==> config.mk <==
export PLATFORM = sky130hd
export DESIGN_NAME = gsim_matvec
export DESIGN_NICKNAME = d
export VERILOG_FILES = /design/src/rtl/gsim_pkg.sv /design/src/rtl/gsim_row_mac.sv /design/src/rtl/gsim_matvec.sv
export SDC_FILE = /design/constraint.sdc
export NUM_CORES = 2
export LEC_CHECK = 0
export CORE_AREA = 4 4 401 403
export CTS_BUF_LIST = sky130_fd_sc_hd__clkbuf_4 sky130_fd_sc_hd__clkbuf_8
export CTS_CLUSTER_DIAMETER = 120
export CTS_CLUSTER_SIZE = 12
export DETAILED_ROUTE_END_ITERATION = 16
export DIE_AREA = 0 0 405 407
export GPL_TIMING_DRIVEN = 0
export SYNTH_ARGS = -nofsm -noshare
export SYNTH_HDL_FRONTEND = slang
export SYNTH_SLANG_ARGS = --single-unit
==> constraint.sdc <==
create_clock -name clk -period 17.8 [get_ports clk]
set_clock_uncertainty 0.1 [all_clocks]
set_input_delay 1.78 -clock clk [delete_from_list [all_inputs] [get_ports clk]]
set_output_delay 1.78 -clock clk [all_outputs]
set_load 0.05 [all_outputs]
==> src/rtl/gsim_pkg.sv <==
// Shared constants and types for the Gauss-Seidel seven-band datapath.
// Imported by both the solver and the forward matrix-vector unit.
package gsim_pkg;

  localparam int N    = 16;
  localparam int XW   = 32;
  localparam int BW   = 16;
  localparam int ACCW = 38;
  localparam int FRAC = 16;
  localparam int CNTW = 5;

  localparam int C0 = 20;
  localparam int C1 = 13;
  localparam int C2 = 6;
  localparam int C3 = 1;

  typedef enum logic {RECV, CALC} state_t;

endpackage

==> src/rtl/gsim_row_mac.sv <==
// Combinational row combine for the seven-band stencil: shift-add weighting,
// round half toward +inf, and saturation to the solver's b format.
module gsim_row_mac
  import gsim_pkg::*;
#(
  parameter int DATA_W = XW
) (
  input  logic signed [DATA_W-1:0] ctr_i,
  input  logic signed [DATA_W:0]   pr1_i,
  input  logic signed [DATA_W:0]   pr2_i,
  input  logic signed [DATA_W:0]   pr3_i,
  output logic signed [BW-1:0]     b_o,
  output logic                     sat_o
);

  localparam int RW = ACCW - FRAC;
  localparam logic signed [RW-1:0] MAXV = RW'((1 <<< (BW - 1)) - 1);
  localparam logic signed [RW-1:0] MINV = RW'(-(1 <<< (BW - 1)));

  function automatic logic signed [RW-1:0] round_half_up(input logic signed [ACCW-1:0] a);
    logic signed [ACCW-1:0] t;
    t = a + ACCW'(1 <<< (FRAC - 1));
    return t[ACCW-1:FRAC];
  endfunction

  function automatic logic [BW:0] clip(input logic signed [RW-1:0] r);
    if (r > MAXV)      return {1'b1, 1'b0, {(BW-1){1'b1}}};
    else if (r < MINV) return {1'b1, 1'b1, {(BW-1){1'b0}}};
    else               return {1'b0, r[BW-1:0]};
  endfunction

  logic signed [ACCW-1:0] c_x, p1_x, p2_x, p3_x, acc;
  logic signed [RW-1:0]   rnd;

  // 20 = 16+4, 13 = 8+4+1, 6 = 4+2; the far pair carries unit weight
  always_comb begin
    c_x  = ACCW'(ctr_i);
    p1_x = ACCW'(pr1_i);
    p2_x = ACCW'(pr2_i);
    p3_x = ACCW'(pr3_i);
    acc  = (c_x <<< 4) + (c_x <<< 2)
         - ((p1_x <<< 3) + (p1_x <<< 2) + p1_x)
         + (p2_x <<< 2) + (p2_x <<< 1)
         - p3_x;
    rnd  = round_half_up(acc);
    {sat_o, b_o} = clip(rnd);
  end

endmodule

==> src/rtl/gsim_matvec.sv <==
// Forward banded mat-vec: collects a 16-word x frame, then streams b = A*x
// through a two-stage tap/combine pipeline, one row per cycle.
module gsim_matvec
  import gsim_pkg::*;
(
  input  logic                 clk,
  input  logic                 reset,
  input  logic                 in_valid,
  input  logic signed [XW-1:0] x_in,
  output logic                 busy,
  output logic                 out_valid,
  output logic signed [BW-1:0] b_out,
  output logic                 sat
);

  localparam logic [CNTW-1:0] LAST_WORD = CNTW'(N - 1);
  localparam logic [CNTW-1:0] LAST_CALC = CNTW'(N + 1);

  function automatic logic signed [XW:0] pair(input logic signed [XW-1:0] a,
                                              input logic signed [XW-1:0] b);
    return (XW+1)'(a) + (XW+1)'(b);
  endfunction

  state_t                state_q, state_d;
  logic [CNTW-1:0]       cnt_q, cnt_d;
  logic signed [XW-1:0]  x_q [N];
  logic signed [XW-1:0]  x_d [N];
  logic signed [XW-1:0]  xp  [N+6];
  logic [CNTW-1:0]       row;
  logic                  issue;

  logic signed [XW-1:0]  ctr_p1_q, ctr_p1_d;
  logic signed [XW:0]    pr1_p1_q, pr1_p1_d;
  logic signed [XW:0]    pr2_p1_q, pr2_p1_d;
  logic signed [XW:0]    pr3_p1_q, pr3_p1_d;
  logic                  vld_p1_q, vld_p1_d;

  logic signed [BW-1:0]  mac_b;
  logic                  mac_sat;
  logic signed [BW-1:0]  b_p2_q, b_p2_d;
  logic                  sat_p2_q, sat_p2_d;
  logic                  vld_p2_q, vld_p2_d;

  always_comb begin
    state_d = state_q;
    cnt_d   = cnt_q;
    x_d     = x_q;
    issue   = 1'b0;
    case (state_q)
      RECV: begin
        if (in_valid) begin
          x_d[cnt_q[3:0]] = x_in;
          if (cnt_q == LAST_WORD) begin
            cnt_d   = '0;
            state_d = CALC;
          end else begin
            cnt_d = cnt_q + CNTW'(1);
          end
        end
      end
      CALC: begin
        issue = (cnt_q < CNTW'(N));
        if (cnt_q == LAST_CALC) begin
          cnt_d   = '0;
          state_d = RECV;
        end else begin
          cnt_d = cnt_q + CNTW'(1);
        end
      end
      default: begin
        state_d = RECV;
        cnt_d   = '0;
      end
    endcase
  end

  // Three zero words on each side implement the edge zeroing of out-of-range taps
  always_comb begin
    for (int k = 0; k < N + 6; k++) xp[k] = '0;
    for (int k = 0; k < N; k++) xp[k+3] = x_q[k];
    row      = {1'b0, cnt_q[3:0]};
    ctr_p1_d = xp[row + CNTW'(3)];
    pr1_p1_d = pair(xp[row + CNTW'(2)], xp[row + CNTW'(4)]);
    pr2_p1_d = pair(xp[row + CNTW'(1)], xp[row + CNTW'(5)]);
    pr3_p1_d = pair(xp[row],            xp[row + CNTW'(6)]);
    vld_p1_d = issue;
  end

  // S1 -> S2: combine, round, saturate; b_out/sat hold between frames
  gsim_row_mac #(.DATA_W(XW)) u_row_mac (
    .ctr_i (ctr_p1_q),
    .pr1_i (pr1_p1_q),
    .pr2_i (pr2_p1_q),
    .pr3_i (pr3_p1_q),
    .b_o   (mac_b),
    .sat_o (mac_sat)
  );

  always_comb begin
    vld_p2_d = vld_p1_q;
    b_p2_d   = vld_p1_q ? mac_b   : b_p2_q;
    sat_p2_d = vld_p1_q ? mac_sat : sat_p2_q;
  end

  always_ff @(posedge clk or posedge reset) begin
    if (reset) begin
      state_q  <= RECV;
      cnt_q    <= '0;
      for (int k = 0; k < N; k++) x_q[k] <= '0;
      vld_p1_q <= 1'b0;
      vld_p2_q <= 1'b0;
      b_p2_q   <= '0;
      sat_p2_q <= 1'b0;
    end else begin
      state_q  <= state_d;
      cnt_q    <= cnt_d;
      x_q      <= x_d;
      vld_p1_q <= vld_p1_d;
      vld_p2_q <= vld_p2_d;
      b_p2_q   <= b_p2_d;
      sat_p2_q <= sat_p2_d;
    end
  end

  // S1 tap registers: data only, qualified by vld_p1_q
  always_ff @(posedge clk) begin
    ctr_p1_q <= ctr_p1_d;
    pr1_p1_q <= pr1_p1_d;
    pr2_p1_q <= pr2_p1_d;
    pr3_p1_q <= pr3_p1_d;
  end

  assign busy      = (state_q == CALC);
  assign out_valid = vld_p2_q;
  assign b_out     = b_p2_q;
  assign sat       = sat_p2_q;

endmodule

==> results.yml <==
status:
  status: "finished with violations"
  violations: "capacitance limit, slew limit"
cts:
  insertion_delay_ps: 860
  cts_hold_buffers: 0
  clock-sinks: 668
  clk_path_buf_depth: 3
  cts_max_level: 3
  path_clk_slew_ps: 110
  tritoncts: "done"
  cts_setup_buffers: 0
  root_buffer: "clkbuf_8"
  cts-buffers-inserted: 66
  ctsResizeCount: 0
critical_path:
  rr_startpoint: "cnt_q[1]$_DFFE_PP0P_"
  startpoint: "cnt_q[1]$_DFFE_PP0P_"
  crit_slowest_cell: "clkbuf_1"
  worstPathRequired_ps: 18400
  critPathLaunchType: "register"
  crit_top_cell: "clkbuf_1"
  worstSetupPathType: "reg -> reg"
  arrival_ps: 12360
  r2r_slack_ps: 6040
  critical_path.max_fanout: 10
  critical_path.max_stage_delay_ps: 1120
  reg2regPathDepth: 24
  r2r_end: "pr2_p1_q[30]$_DFF_P_"
  critPathCapture: "pr2_p1_q[30]$_DFF_P_"
  worstSetupEndpointType: "register"
  crit_chain: "clkbuf_1 > buf_1 > clkbuf_2 > inv_1 > ha_1 > clkbuf_1 > clkbuf_1 > buf_1 > clkbuf_1 > mux2i_1 > o21ai_0 > nand2_1 > o21ai_0 > ha_1 > nor2b_1 > o21ai_0 > a21boi_0 > o22a_1 > o31ai_1 > o31ai_1 > a211oi_1 > o211ai_1 > a2111oi_0 > nor2_1"
global_routing:
  gr-usage-all-layers: 0.299
  grt_max_degree: 119
  antenna_found_initial: 13
  grt_pass1_wl_um: 348000
  grt_pass1_vias: 45448
  overflow: 0
placement:
  dpl-instance-area_mm2: 0.0580
  numPortBuffers: 53
  hpwl_um: 201000
  gp_congestion: 1.07
floorplanning:
  die_y_um: 407
  io_pins: 54
  dieWidth_um: 405
  dieArea_mm2: 0.165
  core_mm2: 0.157
  num_rows: 146
  initial_utilization: 0.347
detailed_routing:
  drt_iter0_markers: 6277
  drc: 0
  viasPerCell: 6.25
  routedWlPerCell_um: 33.4
  vias: 46839
  dr.pass1.iters: 7
  drt-total-wl_um: 251000
  ant_nets: 0
cells_and_area:
  n_fill_cell: 15682
  final_cell_mix: "dfrtp_1 (537), nand2_1 (533), mux2_2 (513)"
  nets: 5820
  area_growth_pct: 8.19
  final_area_mm2: 0.0591
  drive_gt1_frac: 0.191
  mostFrequentLayoutCell: "dfrtp_1"
logic_synthesis:
  synth_nets: 5690
  yosysTopAreaCell: "dfrtp_1"
  syn_inst: 5271
  synth_flop_cell: "dfrtp_1"
  synth_edf_count: 0
  async_reset_ff_frac: 0.804
  synth_area_mm2: 0.0547
  yosys-top-cells-area: "dfrtp_1 (25%), mux4_2 (16%), mux2_2 (11%), fa_1 (6.1%), mux2i_1 (5.3%)"
  seq_area_frac_synth: 0.294
  synth.distinct_cells: 78
  netlist.area_leader.share: 0.246
  yosysWarnings: 0
  avgSynthCellArea_um2: 10.4
  ys_ff_latch: 668
timing:
  rsz0062_at_grt: "no"
  period_share: 0.660
  period_minus_slack_ps: 11760
  slew_headroom: -0.100
  hold_viol: 0
  holdWs_ps: 303
  fmax_ghz: 0.0851
  report.final.slew_viol_count: 44
  worst_pin_slew_ps: 1650
  finalSetupViolations: 0
flow_run:
  drv_cap: 4
worst_hold_path:
  worstHoldPathType: "reg -> reg"
==> stage by stage <==
| step | utilization | cells | setup TNS, ps | setup WS, ps |
|---|---|---|---|---|
| after global placement | 0.367 | 7396 | -3144810 | -5970 |
| after detailed placement | 0.368 | 7405 | 0 | 6540 |
| after floorplan | - | 5271 | 0 | 911 |
| final | 0.375 | 7500 | 0 | 6040 |
| after CTS | 0.375 | 7496 | 0 | 6510 |
| after global routing | 0.375 | 7497 | 0 | 6110 |
==> worst max-delay path, delay by kind of cell, from the launching register on <==
| family | cells | cell delay (ps) |
|---|---|---|
| buf+inv | 8 | 6130 |
| compound gates | 10 | 3260 |
| fa+ha+maj | 2 | 790 |
| flops | 1 | 560 |
| simple gates | 3 | 380 |
| mux | 1 | 300 |
==> Yosys cell counts (all sizes together) (53+ instances only) <==
library cell,instances
dfrtp,537
nand2,533
mux2,513
mux4,384
a21oi,379
nor2,336
o21ai,296
mux2i,289
inv,278
clkbuf,274
ha,217
fa,167
dfxtp,131
o22ai,128
buf,121
xnor2,98
a221oi,67
a21o,53
==> metal layers <==
layer | global-route usage | share of wire
met3 | 0.116 | 0.13
met4 | 0.130 | 0.051
met5 | 0 | 0.00016
met1 | 0.385 | 0.40
met2 | 0.446 | 0.42
==> cell type report <==
class,instances,area [µm²],area share
repair buffers,62,731,0.0124
plain buffers,395,1510,0.0256
clock inverters,7,60.1,0.00102
flip-flops and latches,668,16100,0.272
diodes,4,10.0,0.000169
inverters,279,1050,0.0178
well taps,2072,2590,0.0438
clock buffers,84,1060,0.0179
multi-input cells,3929,36000,0.610
==> worst min-delay path by stage <==
| stage | from | endpoint | depth (start not counted) |
|---|---|---|---|
| global placement | vld_p1_q$_DFF_PP0_ | out_valid$_DFF_PP0_ | 0 |
| global route | vld_p1_q$_DFF_PP0_ | out_valid$_DFF_PP0_ | 0 |
| detailed placement | vld_p1_q$_DFF_PP0_ | out_valid$_DFF_PP0_ | 0 |
| floorplan | vld_p1_q$_DFF_PP0_ | out_valid$_DFF_PP0_ | 0 |
| CTS | vld_p1_q$_DFF_PP0_ | out_valid$_DFF_PP0_ | 0 |
| finish | vld_p1_q$_DFF_PP0_ | out_valid$_DFF_PP0_ | 0 |
==> kinds of logic (layout without fill, tap and decap cells) <==
group	after synthesis	in the layout	synth area share
buffers and inverters	674	827	0.0465
multiplexers	1186	1186	0.317
AND/OR/NAND/NOR	1064	1064	0.0813
flip-flops	668	668	0.294
XOR/XNOR	131	131	0.0210
adder cells (fa/ha/maj)	384	384	0.111
other	0	4	0
AO/OA/AOI/OAI	1164	1164	0.130
==> state kept, by name, indices dropped and copies added, names as in the netlist <==
signal and flops:
b_out 16, sat 1, out_valid 1, busy 1, pr2_p1_q 33, pr3_p1_q 33, pr1_p1_q 33, x_q 512
vld_p1_q 1, cnt_q 5, ctr_p1_q 32
Power is not shown: default switching activity piles up to over one toggle a cycle in this logic, so the estimate is an artifact.
